`src/rtl/lms_step_sequencer_if.sv`:
```
// rtl/lms_step_sequencer_if.sv - handshake bundle between the LMS step sequencer and its stages
//
// Purpose: groups the sample-source handshake, the three stage enable/done
// pairs and the per-sample status outputs into one bundle.
//   master : the sequencer (drives enables, tap index, status)
//   slave  : the sample source and the fir/error_check/weight-update blocks
// Signals:
//   sample_valid/sample_ready/adapt_freeze  sample-source handshake
//   fir_en/fir_done                         FIR stage
//   err_en/err_done/err_in[7:0]             error_check stage (signed e)
//   upd_en/upd_tap/upd_done                 weight-update stage
//   out_valid/err_q/converged/timeout_err/iter_count  per-sample status

interface lms_step_sequencer_if #(
   parameter int TAP_W  = 2,
   parameter int ITER_W = 16
);
   logic              sample_valid;
   logic              sample_ready;
   logic              adapt_freeze;
   logic              fir_en;
   logic              fir_done;
   logic              err_en;
   logic              err_done;
   logic [7:0]        err_in;
   logic              upd_en;
   logic [TAP_W-1:0]  upd_tap;
   logic              upd_done;
   logic              out_valid;
   logic [7:0]        err_q;
   logic              converged;
   logic              timeout_err;
   logic [ITER_W-1:0] iter_count;

   modport master (
      input  sample_valid, adapt_freeze, fir_done, err_done, err_in, upd_done,
      output sample_ready, fir_en, err_en, upd_en, upd_tap,
             out_valid, err_q, converged, timeout_err, iter_count
   );

   modport slave (
      output sample_valid, adapt_freeze, fir_done, err_done, err_in, upd_done,
      input  sample_ready, fir_en, err_en, upd_en, upd_tap,
             out_valid, err_q, converged, timeout_err, iter_count
   );
endinterface

```
`src/rtl/lms_step_sequencer.sv`:
```
// rtl/lms_step_sequencer.sv - per-sample FIR / error / weight-update sequencer for the LMS filter
//
// Purpose: accepts one sample at a time and walks the datapath through the
// FIR, error_check and per-tap weight-update stages, then reports completion.
// Tracks consecutive small-error samples for a convergence flag and aborts a
// stalled stage with a watchdog.
// Ports:
//   clock  rising-edge clock
//   reset  synchronous, active-high
//   bus    lms_step_sequencer_if.master (see interface file for signal list)
// Only sample_ready is combinational (state == IDLE); every other output is
// a register.

module lms_step_sequencer #(
   parameter int NTAPS       = 4,
   parameter int TAP_W       = 2,
   parameter int TIMEOUT     = 255,
   parameter int CONV_THRESH = 4,
   parameter int CONV_COUNT  = 8,
   parameter int ITER_W      = 16
) (
   input  logic                 clock,
   input  logic                 reset,
   lms_step_sequencer_if.master bus
);

   typedef enum logic [2:0] {
      S_IDLE,
      S_FIR,
      S_ERR,
      S_UPD,
      S_OUT
   } state_t;

   state_t            state, state_next;

   logic              freeze_q, freeze_next;
   logic              fir_en_q, fir_en_next;
   logic              err_en_q, err_en_next;
   logic              upd_en_q, upd_en_next;
   logic              out_valid_q, out_valid_next;
   logic              converged_q, converged_next;
   logic              timeout_q, timeout_next;
   logic [TAP_W-1:0]  tap_q, tap_next;
   logic [7:0]        err_q_r, err_q_next;
   logic [7:0]        wd_q, wd_next;
   logic [7:0]        good_q, good_next;
   logic [ITER_W-1:0] iter_q, iter_next;

   logic [7:0]        err_mag;
   logic              wd_expired;
   logic              tap_last;

   // Magnitude of the captured error; -128 has no positive twin in 8 bits,
   // so it is pinned to 127.
   always_comb begin
      err_mag = err_q_r;
      if (err_q_r == 8'h80) begin
         err_mag = 8'd127;
      end else if (err_q_r[7]) begin
         err_mag = (~err_q_r) + 8'd1;
      end
   end

   // The watchdog value counts cycles already spent in this stage, so the
   // TIMEOUT-th cycle without a done is the one where it equals TIMEOUT-1.
   assign wd_expired = (wd_q == 8'(TIMEOUT - 1));
   assign tap_last   = (tap_q == TAP_W'(NTAPS - 1));

   always_comb begin
      state_next     = state;
      freeze_next    = freeze_q;
      fir_en_next    = 1'b0;
      err_en_next    = 1'b0;
      upd_en_next    = 1'b0;
      out_valid_next = 1'b0;
      tap_next       = tap_q;
      err_q_next     = err_q_r;
      wd_next        = wd_q;
      good_next      = good_q;
      converged_next = converged_q;
      timeout_next   = timeout_q;
      iter_next      = iter_q;

      case (state)
         S_IDLE: begin
            if (bus.sample_valid) begin
               freeze_next = bus.adapt_freeze;
               state_next  = S_FIR;
               fir_en_next = 1'b1;
            end
         end

         S_FIR: begin
            fir_en_next = 1'b1;
            if (bus.fir_done) begin
               state_next  = S_ERR;
               fir_en_next = 1'b0;
               err_en_next = 1'b1;
            end else if (wd_expired) begin
               state_next   = S_IDLE;
               fir_en_next  = 1'b0;
               timeout_next = 1'b1;
            end else begin
               wd_next = wd_q + 8'd1;
            end
         end

         S_ERR: begin
            err_en_next = 1'b1;
            if (bus.err_done) begin
               err_q_next  = bus.err_in;
               err_en_next = 1'b0;
               if (freeze_q) begin
                  state_next     = S_OUT;
                  out_valid_next = 1'b1;
               end else begin
                  state_next  = S_UPD;
                  upd_en_next = 1'b1;
                  tap_next    = '0;
               end
            end else if (wd_expired) begin
               state_next   = S_IDLE;
               err_en_next  = 1'b0;
               timeout_next = 1'b1;
            end else begin
               wd_next = wd_q + 8'd1;
            end
         end

         S_UPD: begin
            upd_en_next = 1'b1;
            if (bus.upd_done) begin
               if (tap_last) begin
                  state_next     = S_OUT;
                  upd_en_next    = 1'b0;
                  tap_next       = '0;
                  out_valid_next = 1'b1;
               end else begin
                  tap_next = tap_q + TAP_W'(1);
                  // Each tap gets a fresh watchdog window.
                  wd_next  = '0;
               end
            end else if (wd_expired) begin
               state_next   = S_IDLE;
               upd_en_next  = 1'b0;
               tap_next     = '0;
               timeout_next = 1'b1;
            end else begin
               wd_next = wd_q + 8'd1;
            end
         end

         S_OUT: begin
            state_next = S_IDLE;
            iter_next  = iter_q + ITER_W'(1);
            // Frozen samples are judged too; err_q holds this sample's error.
            if (err_mag <= 8'(CONV_THRESH)) begin
               if (good_q != 8'(CONV_COUNT)) begin
                  good_next = good_q + 8'd1;
               end
            end else begin
               good_next = '0;
            end
            converged_next = (good_next == 8'(CONV_COUNT));
         end

         default: begin
            state_next = S_IDLE;
            tap_next   = '0;
         end
      endcase

      if (state_next != state) begin
         wd_next = '0;
      end
   end

   always_ff @(posedge clock) begin
      if (reset) begin
         state       <= S_IDLE;
         freeze_q    <= 1'b0;
         fir_en_q    <= 1'b0;
         err_en_q    <= 1'b0;
         upd_en_q    <= 1'b0;
         out_valid_q <= 1'b0;
         converged_q <= 1'b0;
         timeout_q   <= 1'b0;
         tap_q       <= '0;
         err_q_r     <= '0;
         wd_q        <= '0;
         good_q      <= '0;
         iter_q      <= '0;
      end else begin
         state       <= state_next;
         freeze_q    <= freeze_next;
         fir_en_q    <= fir_en_next;
         err_en_q    <= err_en_next;
         upd_en_q    <= upd_en_next;
         out_valid_q <= out_valid_next;
         converged_q <= converged_next;
         timeout_q   <= timeout_next;
         tap_q       <= tap_next;
         err_q_r     <= err_q_next;
         wd_q        <= wd_next;
         good_q      <= good_next;
         iter_q      <= iter_next;
      end
   end

   assign bus.sample_ready = (state == S_IDLE);
   assign bus.fir_en       = fir_en_q;
   assign bus.err_en       = err_en_q;
   assign bus.upd_en       = upd_en_q;
   assign bus.upd_tap      = tap_q;
   assign bus.out_valid    = out_valid_q;
   assign bus.err_q        = err_q_r;
   assign bus.converged    = converged_q;
   assign bus.timeout_err  = timeout_q;
   assign bus.iter_count   = iter_q;

endmodule

```
`src/flat_wrapper.sv`:
```
// flat-port wrapper written by rule: the top's interface ports become plain ports
module lms_step_sequencer_flat 
#(
   parameter int NTAPS       = 4,
   parameter int TAP_W       = 2,
   parameter int TIMEOUT     = 255,
   parameter int CONV_THRESH = 4,
   parameter int CONV_COUNT  = 8,
   parameter int ITER_W      = 16
)
  (clock, reset, bus_sample_valid, bus_adapt_freeze, bus_fir_done, bus_err_done, bus_err_in, bus_upd_done, bus_sample_ready, bus_fir_en, bus_err_en, bus_upd_en, bus_upd_tap, bus_out_valid, bus_err_q, bus_converged, bus_timeout_err, bus_iter_count);
  lms_step_sequencer_if #(.TAP_W(TAP_W), .ITER_W(ITER_W)) bus_i ();
  input  logic clock;
  input  logic reset;
  input wire logic [$bits(bus_i.sample_valid)-1:0] bus_sample_valid;
  input wire logic [$bits(bus_i.adapt_freeze)-1:0] bus_adapt_freeze;
  input wire logic [$bits(bus_i.fir_done)-1:0] bus_fir_done;
  input wire logic [$bits(bus_i.err_done)-1:0] bus_err_done;
  input wire logic [$bits(bus_i.err_in)-1:0] bus_err_in;
  input wire logic [$bits(bus_i.upd_done)-1:0] bus_upd_done;
  output wire logic [$bits(bus_i.sample_ready)-1:0] bus_sample_ready;
  output wire logic [$bits(bus_i.fir_en)-1:0] bus_fir_en;
  output wire logic [$bits(bus_i.err_en)-1:0] bus_err_en;
  output wire logic [$bits(bus_i.upd_en)-1:0] bus_upd_en;
  output wire logic [$bits(bus_i.upd_tap)-1:0] bus_upd_tap;
  output wire logic [$bits(bus_i.out_valid)-1:0] bus_out_valid;
  output wire logic [$bits(bus_i.err_q)-1:0] bus_err_q;
  output wire logic [$bits(bus_i.converged)-1:0] bus_converged;
  output wire logic [$bits(bus_i.timeout_err)-1:0] bus_timeout_err;
  output wire logic [$bits(bus_i.iter_count)-1:0] bus_iter_count;
  assign bus_i.sample_valid = bus_sample_valid;
  assign bus_i.adapt_freeze = bus_adapt_freeze;
  assign bus_i.fir_done = bus_fir_done;
  assign bus_i.err_done = bus_err_done;
  assign bus_i.err_in = bus_err_in;
  assign bus_i.upd_done = bus_upd_done;
  assign bus_sample_ready = bus_i.sample_ready;
  assign bus_fir_en = bus_i.fir_en;
  assign bus_err_en = bus_i.err_en;
  assign bus_upd_en = bus_i.upd_en;
  assign bus_upd_tap = bus_i.upd_tap;
  assign bus_out_valid = bus_i.out_valid;
  assign bus_err_q = bus_i.err_q;
  assign bus_converged = bus_i.converged;
  assign bus_timeout_err = bus_i.timeout_err;
  assign bus_iter_count = bus_i.iter_count;
  lms_step_sequencer #(.NTAPS(NTAPS), .TAP_W(TAP_W), .TIMEOUT(TIMEOUT), .CONV_THRESH(CONV_THRESH), .CONV_COUNT(CONV_COUNT), .ITER_W(ITER_W)) u_core (.clock(clock), .reset(reset), .bus(bus_i));
endmodule
```
`config.mk`:
```
export PLATFORM = sky130hd
export DESIGN_NAME = lms_step_sequencer_flat
export DESIGN_NICKNAME = d
export VERILOG_FILES = /design/src/rtl/lms_step_sequencer_if.sv /design/src/rtl/lms_step_sequencer.sv /design/src/flat_wrapper.sv
export SDC_FILE = /design/constraint.sdc
export NUM_CORES = 1
export LEC_CHECK = 0
export BUFFER_PORTS_ARGS = -buffer_cell sky130_fd_sc_hd__buf_2
export CAP_MARGIN = 20
export CORE_MARGIN = 1.5
export CORE_UTILIZATION = 55
export CTS_BUF_LIST = sky130_fd_sc_hd__clkbuf_16
export DETAILED_ROUTE_END_ITERATION = 8
export GPL_TIMING_DRIVEN = 0
export PLACE_DENSITY = 0.86
export SLEW_MARGIN = 20
export SYNTH_ARGS = -nofsm -noshare
export SYNTH_HDL_FRONTEND = slang
export SYNTH_SLANG_ARGS = --single-unit
```
`constraint.sdc`:
```
create_clock -name clock -period 2.5 [get_ports clock]
set_input_delay 0.25 -clock clock [delete_from_list [all_inputs] [get_ports clock]]
set_output_delay 0.25 -clock clock [all_outputs]
set_load 0.02 [all_outputs]
```
[After elaboration in Yosys (flattened, before gate mapping)]
Cells that the tools add are included.
Word-level totals
  register bits: 52
  output and inout bits: 33
  word-level logic and storage cells: 94
Cells by class
  add/subtract/negate cells: 5
  order comparisons: 1
  eq/ne operators: 17
  mux-type cells: 47
  bitwise operators: 2
  reduce and logical (&&, ||, !) cells: 9
Operator list (number)
  $mux 8: 10
  $add 8x1->8 const B: 3
  $pmux 8 s3: 1
  $mux 3: 7
  $mux 1: 17
  $add 16x1->16 const B: 1
  $eq 8x8->1 const B: 2
  $pmux 3 s4: 1
  $reduce_and 4->1: 3
  $mux 2: 5
  $ne 2x2->1 const B: 5
  $eq 8x4->1 const B: 1
  $le 8x3->1 const B: 1
  $ne 8x4->1 const B: 1
  $not 8->8: 1
  $pmux 1 s2: 4
  $eq 3x2->1 const B: 2
  $pmux 2 s3: 1
  $reduce_and 2->1: 2
  $eq 3x1->1 const B: 1
  $eq 3x3->1 const B: 1
  $logic_not 3->1: 1
  $ne 3x2->1 const B: 1
  $ne 3x3->1: 1
  other kinds (8): 8

[Depth between registers and ports, before layout]
  depth in word-level cells: 8
  gate-level depth with buffers: 7
  mapped depth without buffers: 7

[Worst setup path before layout]
Ideal clock, no wire load.
  path type: flip-flop to flip-flop
  start point: register u_core.err_q_r[5], in the netlist u_core.bus.err_q[5]
  end point: register u_core.converged_q, in the netlist u_core.bus.converged
  arrival time: 1775 ps
  path slack: 630 ps
  cell stages (with the launch flop): 6
  buffers on the path: 0
  clock period less this slack: 1870 ps
  cell sequence: dfxtp_1 -> or4_1 -> o21a_1 -> nor3_4 -> o211ai_2 -> o41ai_2
Between the ends
  word-level cells in the longest chain between the ends: 8
RTL lines
  start: declaration: RTL line lms_step_sequencer.sv:45  | logic [7:0] err_q_r, err_q_next;
  start signal: assignment: RTL line lms_step_sequencer.sv:204  | err_q_r <= err_q_next;
  $not 8->8: RTL line lms_step_sequencer.sv:61  | err_mag = (~err_q_r) + 8'd1;
  $add 8x1->8: RTL line lms_step_sequencer.sv:61
  $mux 8: RTL line lms_step_sequencer.sv:60  | end else if (err_q_r[7]) begin
  $mux 8 (*): RTL line lms_step_sequencer.sv:58  | if (err_q_r == 8'h80) begin
  $le 8x3->1 (*): RTL line lms_step_sequencer.sv:158  | if (err_mag <= 8'(CONV_THRESH)) begin
  $mux 8 (*): RTL line lms_step_sequencer.sv:158
  $mux 8 (*): RTL line lms_step_sequencer.sv:85  | case (state)
  $eq 8x4->1 (*): RTL line lms_step_sequencer.sv:165  | converged_next = (good_next == 8'(CONV_COUNT));
  end signal: assignment: RTL line lms_step_sequencer.sv:201  | converged_q <= converged_next;
  end: declaration: RTL line lms_step_sequencer.sv:42  | logic converged_q, converged_next;
Every way passes the cells marked *; elsewhere a longest branch is shown, timed or not. The select of a mux whose other input is x is not followed.
A chain may end at the register's enable or synchronous reset.

[Final worst setup path]
  start point: register u_core.state[2]
  end point: register u_core.wd_q[4]
Between the ends
  word-level cells in the longest chain between the ends: 5
RTL lines
  start: declaration: RTL line lms_step_sequencer.sv:35  | state_t state, state_next;
  start signal: assignment: RTL line lms_step_sequencer.sv:195  | state <= state_next;
  $mux 3, on equally long branches
  $mux 3, on equally long branches: RTL line lms_step_sequencer.sv:133, lms_step_sequencer.sv:96, lms_step_sequencer.sv:111
  $pmux 3 s4: RTL line lms_step_sequencer.sv:85
  $ne 3x3->1: RTL line lms_step_sequencer.sv:174  | if (state_next != state) begin
  $reduce_or 2->1 (no source line)
  end signal: assignment: RTL line lms_step_sequencer.sv:205  | wd_q <= wd_next;
  end: declaration: RTL line lms_step_sequencer.sv:46  | logic [7:0] wd_q, wd_next;
Parallel ways exist; a longest one is shown, timed or not.

==> impl_metrics.csv <==
group,metric,value,unit
routing,vias,2632,
worst_setup_path,critPathLaunchType,"flop",
clocking,htreeDepth,2,
floorplan,placementRows,25,
synth,synth_seq_cells,52,
synth,ys_top_cells_by_area,"dfxtp_1 38%, a21oi_1 5.5%, nand2_1 5.1%",
run,drv_cap,0,
sta,max_slew.worst_pin.slew,0.980,ns
routing,drt_first_pass_iters,4,
global_routing,grtUsageTotal,0.250,
final_layout,fill_cells,398,
synth,yosys_warnings,0,
worst_setup_path,worstPathRequired,2.71,ns
synth,async_flop_share,0,
sta,clock_skew,0.00751,ns
synth,yosys-top-cells-count,"52 x dfxtp_1, 37 x nand2_1, 34 x nor2_1",
worst_setup_path,reg2reg_depth,6,
worst_setup_path,cp.depth,6,
clocking,hold_buffers,0,
floorplan,core_region_area,4750,um2
worst_setup_path,end_kind,"flop",
sta,slew_viol_final,0,
placement,place_congestion,0.941,
global_routing,grt_overflow_total,0,
sta,finalSetupViolations,0,
floorplan,fp.dieArea,5400,um2
synth,synth.most_common_cell,"dfxtp_1",
routing,wl_met3,283,um
clocking,cts_tree,"done",
clocking,post_cts_buffers,0,
worst_setup_path,crit_buf_inv,2,
clocking,cts_buffers,5,
synth,syn-num-nets,359,
clocking,root_buffer,"clkbuf_16",
floorplan,die_h,73.5,um
clocking,cts.sinks,52,
final_layout,area_growth,16.6,%
final_layout,postLayoutCoreUtil,0.671,
final_layout,drive_gt1_frac,0.174,
final_layout,stdcell_count,458,
routing,drt-total-wl,6430,um
final_layout,antenna-diode-count,0,
final_layout,fin_nets,412,
sta,final.min_clock_period,2.15,ns
power_and_ir_drop,vdd_drop_max,0.319,mV
routing,wl_met2,2930,um
worst_setup_path,critPathMaxFanout,10,
routing,post_drt_via_cell_ratio,5.75,
sta,fin_crit_sh,0.861,
routing,drt_iter0_drc,221,
sta,hold_viol,0,
global_routing,grt_max_degree,16,
routing,drt-wirelength-per-cell,14.0,um
synth,synthCells,337,
global_routing,antenna_found_initial,0,
synth,synth_top_area_cell,"dfxtp_1",
min_path,hold_class,"input port to flop",
sta,slew-limit-headroom,0.345,
worst_setup_path,crit_slowest_cell,"a2111oi_4",
floorplan,initial_utilization,0.575,
floorplan,die_x,73.5,um
synth,seq_area_frac_synth,0.381,
worst_setup_path,crit_chain,"buf_2 -> inv_1 -> nand4b_2 -> o211a_1 -> a2111oi_4 -> a21boi_0",
synth,avgSynthCellArea,8.11,um2
clocking,cts.clk_slew.worst_paths,0.07,ns
power_and_ir_drop,power_leakage,1.18,nW
routing,drc,0,
power_and_ir_drop,powerDensity,555,nW/um2
clocking,cts_resized,0,
worst_setup_path,critPathTopFamily,"compound AO/OA/AOI/OAI gates",
synth,synth_edf_count,0,
clocking,clk_latency,0.29,ns
placement,post-place-ws,0.396,ns
sta,finalSetupTns,0,ns
clocking,cts_buffer_depth,2,
placement,place_hpwl,4520,um
routing,postRouteAntennaNets,0,
placement,port_buffers,46,
routing,top_layer,"met4",
worst_setup_path,critical_path.max_stage_delay,0.55,ns
synth,synthDistinctLibCells,52,
worst_setup_path,arrival,2.37,ns
sta,layout_setup_ws,0.347,ns
status,status,"completed",
placement,placed_cells,450,
placement,dpl-instance-area,3050,um2
worst_setup_path,path_class,"flop to flop",
min_path,whs_path_depth,3,
sta,rsz0062_at_grt,"no",
sta,fmax,0.465,GHz
synth,syn_area,2730,um2
routing,wl_met1,3120,um
global_routing,grt_pass1_vias,2334,
floorplan,io_pins,48,
final_layout,design_area,3190,um2
synth,synthFlopType,"dfxtp_1",
synth,synth_top_area_frac,0.381,
global_routing,grt_pass1_wl,10600,um
-- final timing paths --
| check | from | endpoint | slack (ns) |
|---|---|---|---|
| max | u_core.state[2] | u_core.wd_q[4] | 0.35 |
| min | bus_err_in[2] | u_core.bus.err_q[2] | 0.19 |
| max reg2reg | u_core.state[2] | u_core.wd_q[4] | 0.35 |
| min reg2reg | u_core.bus.err_q[6] | u_core.bus.err_q[6] | 0.48 |
-- metrics by stage --
step / hold WS (ns) / power (W)
global placement: 0.442 / 0.00111
floorplan: 0.386 / 0.00105
CTS: 0.190 / 0.00178
global route: 0.201 / 0.00184
finish: 0.195 / 0.00177
detailed placement: 0.473 / 0.00112
-- cells by family after synthesis --
kind of cell | synth area share
and+or+nand+nor | 0.295
AOI/OAI and AO/OA | 0.203
DFF | 0.381
buffers and inverters | 0.0380
xor gates and xnor gates | 0.0481
adders and majority gates | 0.0320
muxes | 0.00366
-- per-layer routing --
metal | GRT usage | up-vias
li1 | - | 1326
met1 | 0.355 | 1235
met2 | 0.380 | 61
met3 | 0.0521 | 10
met4 | 0.0802 | 0
met5 | 0 | -
-- where the power goes --
group | total (W) | switching (W) | internal (W) | leakage (nW)
sequential | 0.000868 | 0.0000203 | 0.000848 | 0.420
combinational | 0.000237 | 0.000147 | 0.0000905 | 0.694
clock | 0.000662 | 0.000298 | 0.000364 | 0.0687
-- state kept, by name (all words and copies together) (netlist names) --
signal	flops
u_core.freeze_q	1
u_core.bus.iter_count	16
u_core.bus.err_en	1
u_core.bus.converged	1
u_core.bus.fir_en	1
u_core.bus.timeout_err	1
u_core.good_q	8
u_core.state	3
u_core.bus.upd_en	1
u_core.bus.err_q	8
u_core.bus.upd_tap	2
u_core.bus.out_valid	1
u_core.wd_q	8
-- cell type report --
type                            instances  area, um2  area share
Tap cell                               67       83.8      0.0263
Inverter                               12       45.0      0.0141
Clock buffer                            5        125      0.0392
Multi-Input combinational cell        259       1590       0.498
Clock inverter                          3       15.0     0.00471
Timing Repair Buffer                   46        230      0.0722
Buffer                                 14       58.8      0.0184
Sequential cell                        52       1040       0.327
-- worst register-to-register path, delay by kind of cell, from the launching register on --
kind / cells / cell delay (ns)
AND/OR/NAND/NOR: 1 / 0.26
AO/OA/AOI/OAI: 3 / 1.18
flip-flops: 1 / 0.33
buffers and inverters: 2 / 0.30
-- cell usage in the layout (no fill, tap or decap), drive strengths merged, types with 8 or more instances in the layout --
cell    count
a21oi      30
buf        52
clkbuf     13
dfxtp      52
inv        13
nand2      37
nand3      13
nor2       34
nor3       16
o21ai      18
or3         8
xnor2      11
Note: power is estimated with default switching activity, not from simulation.
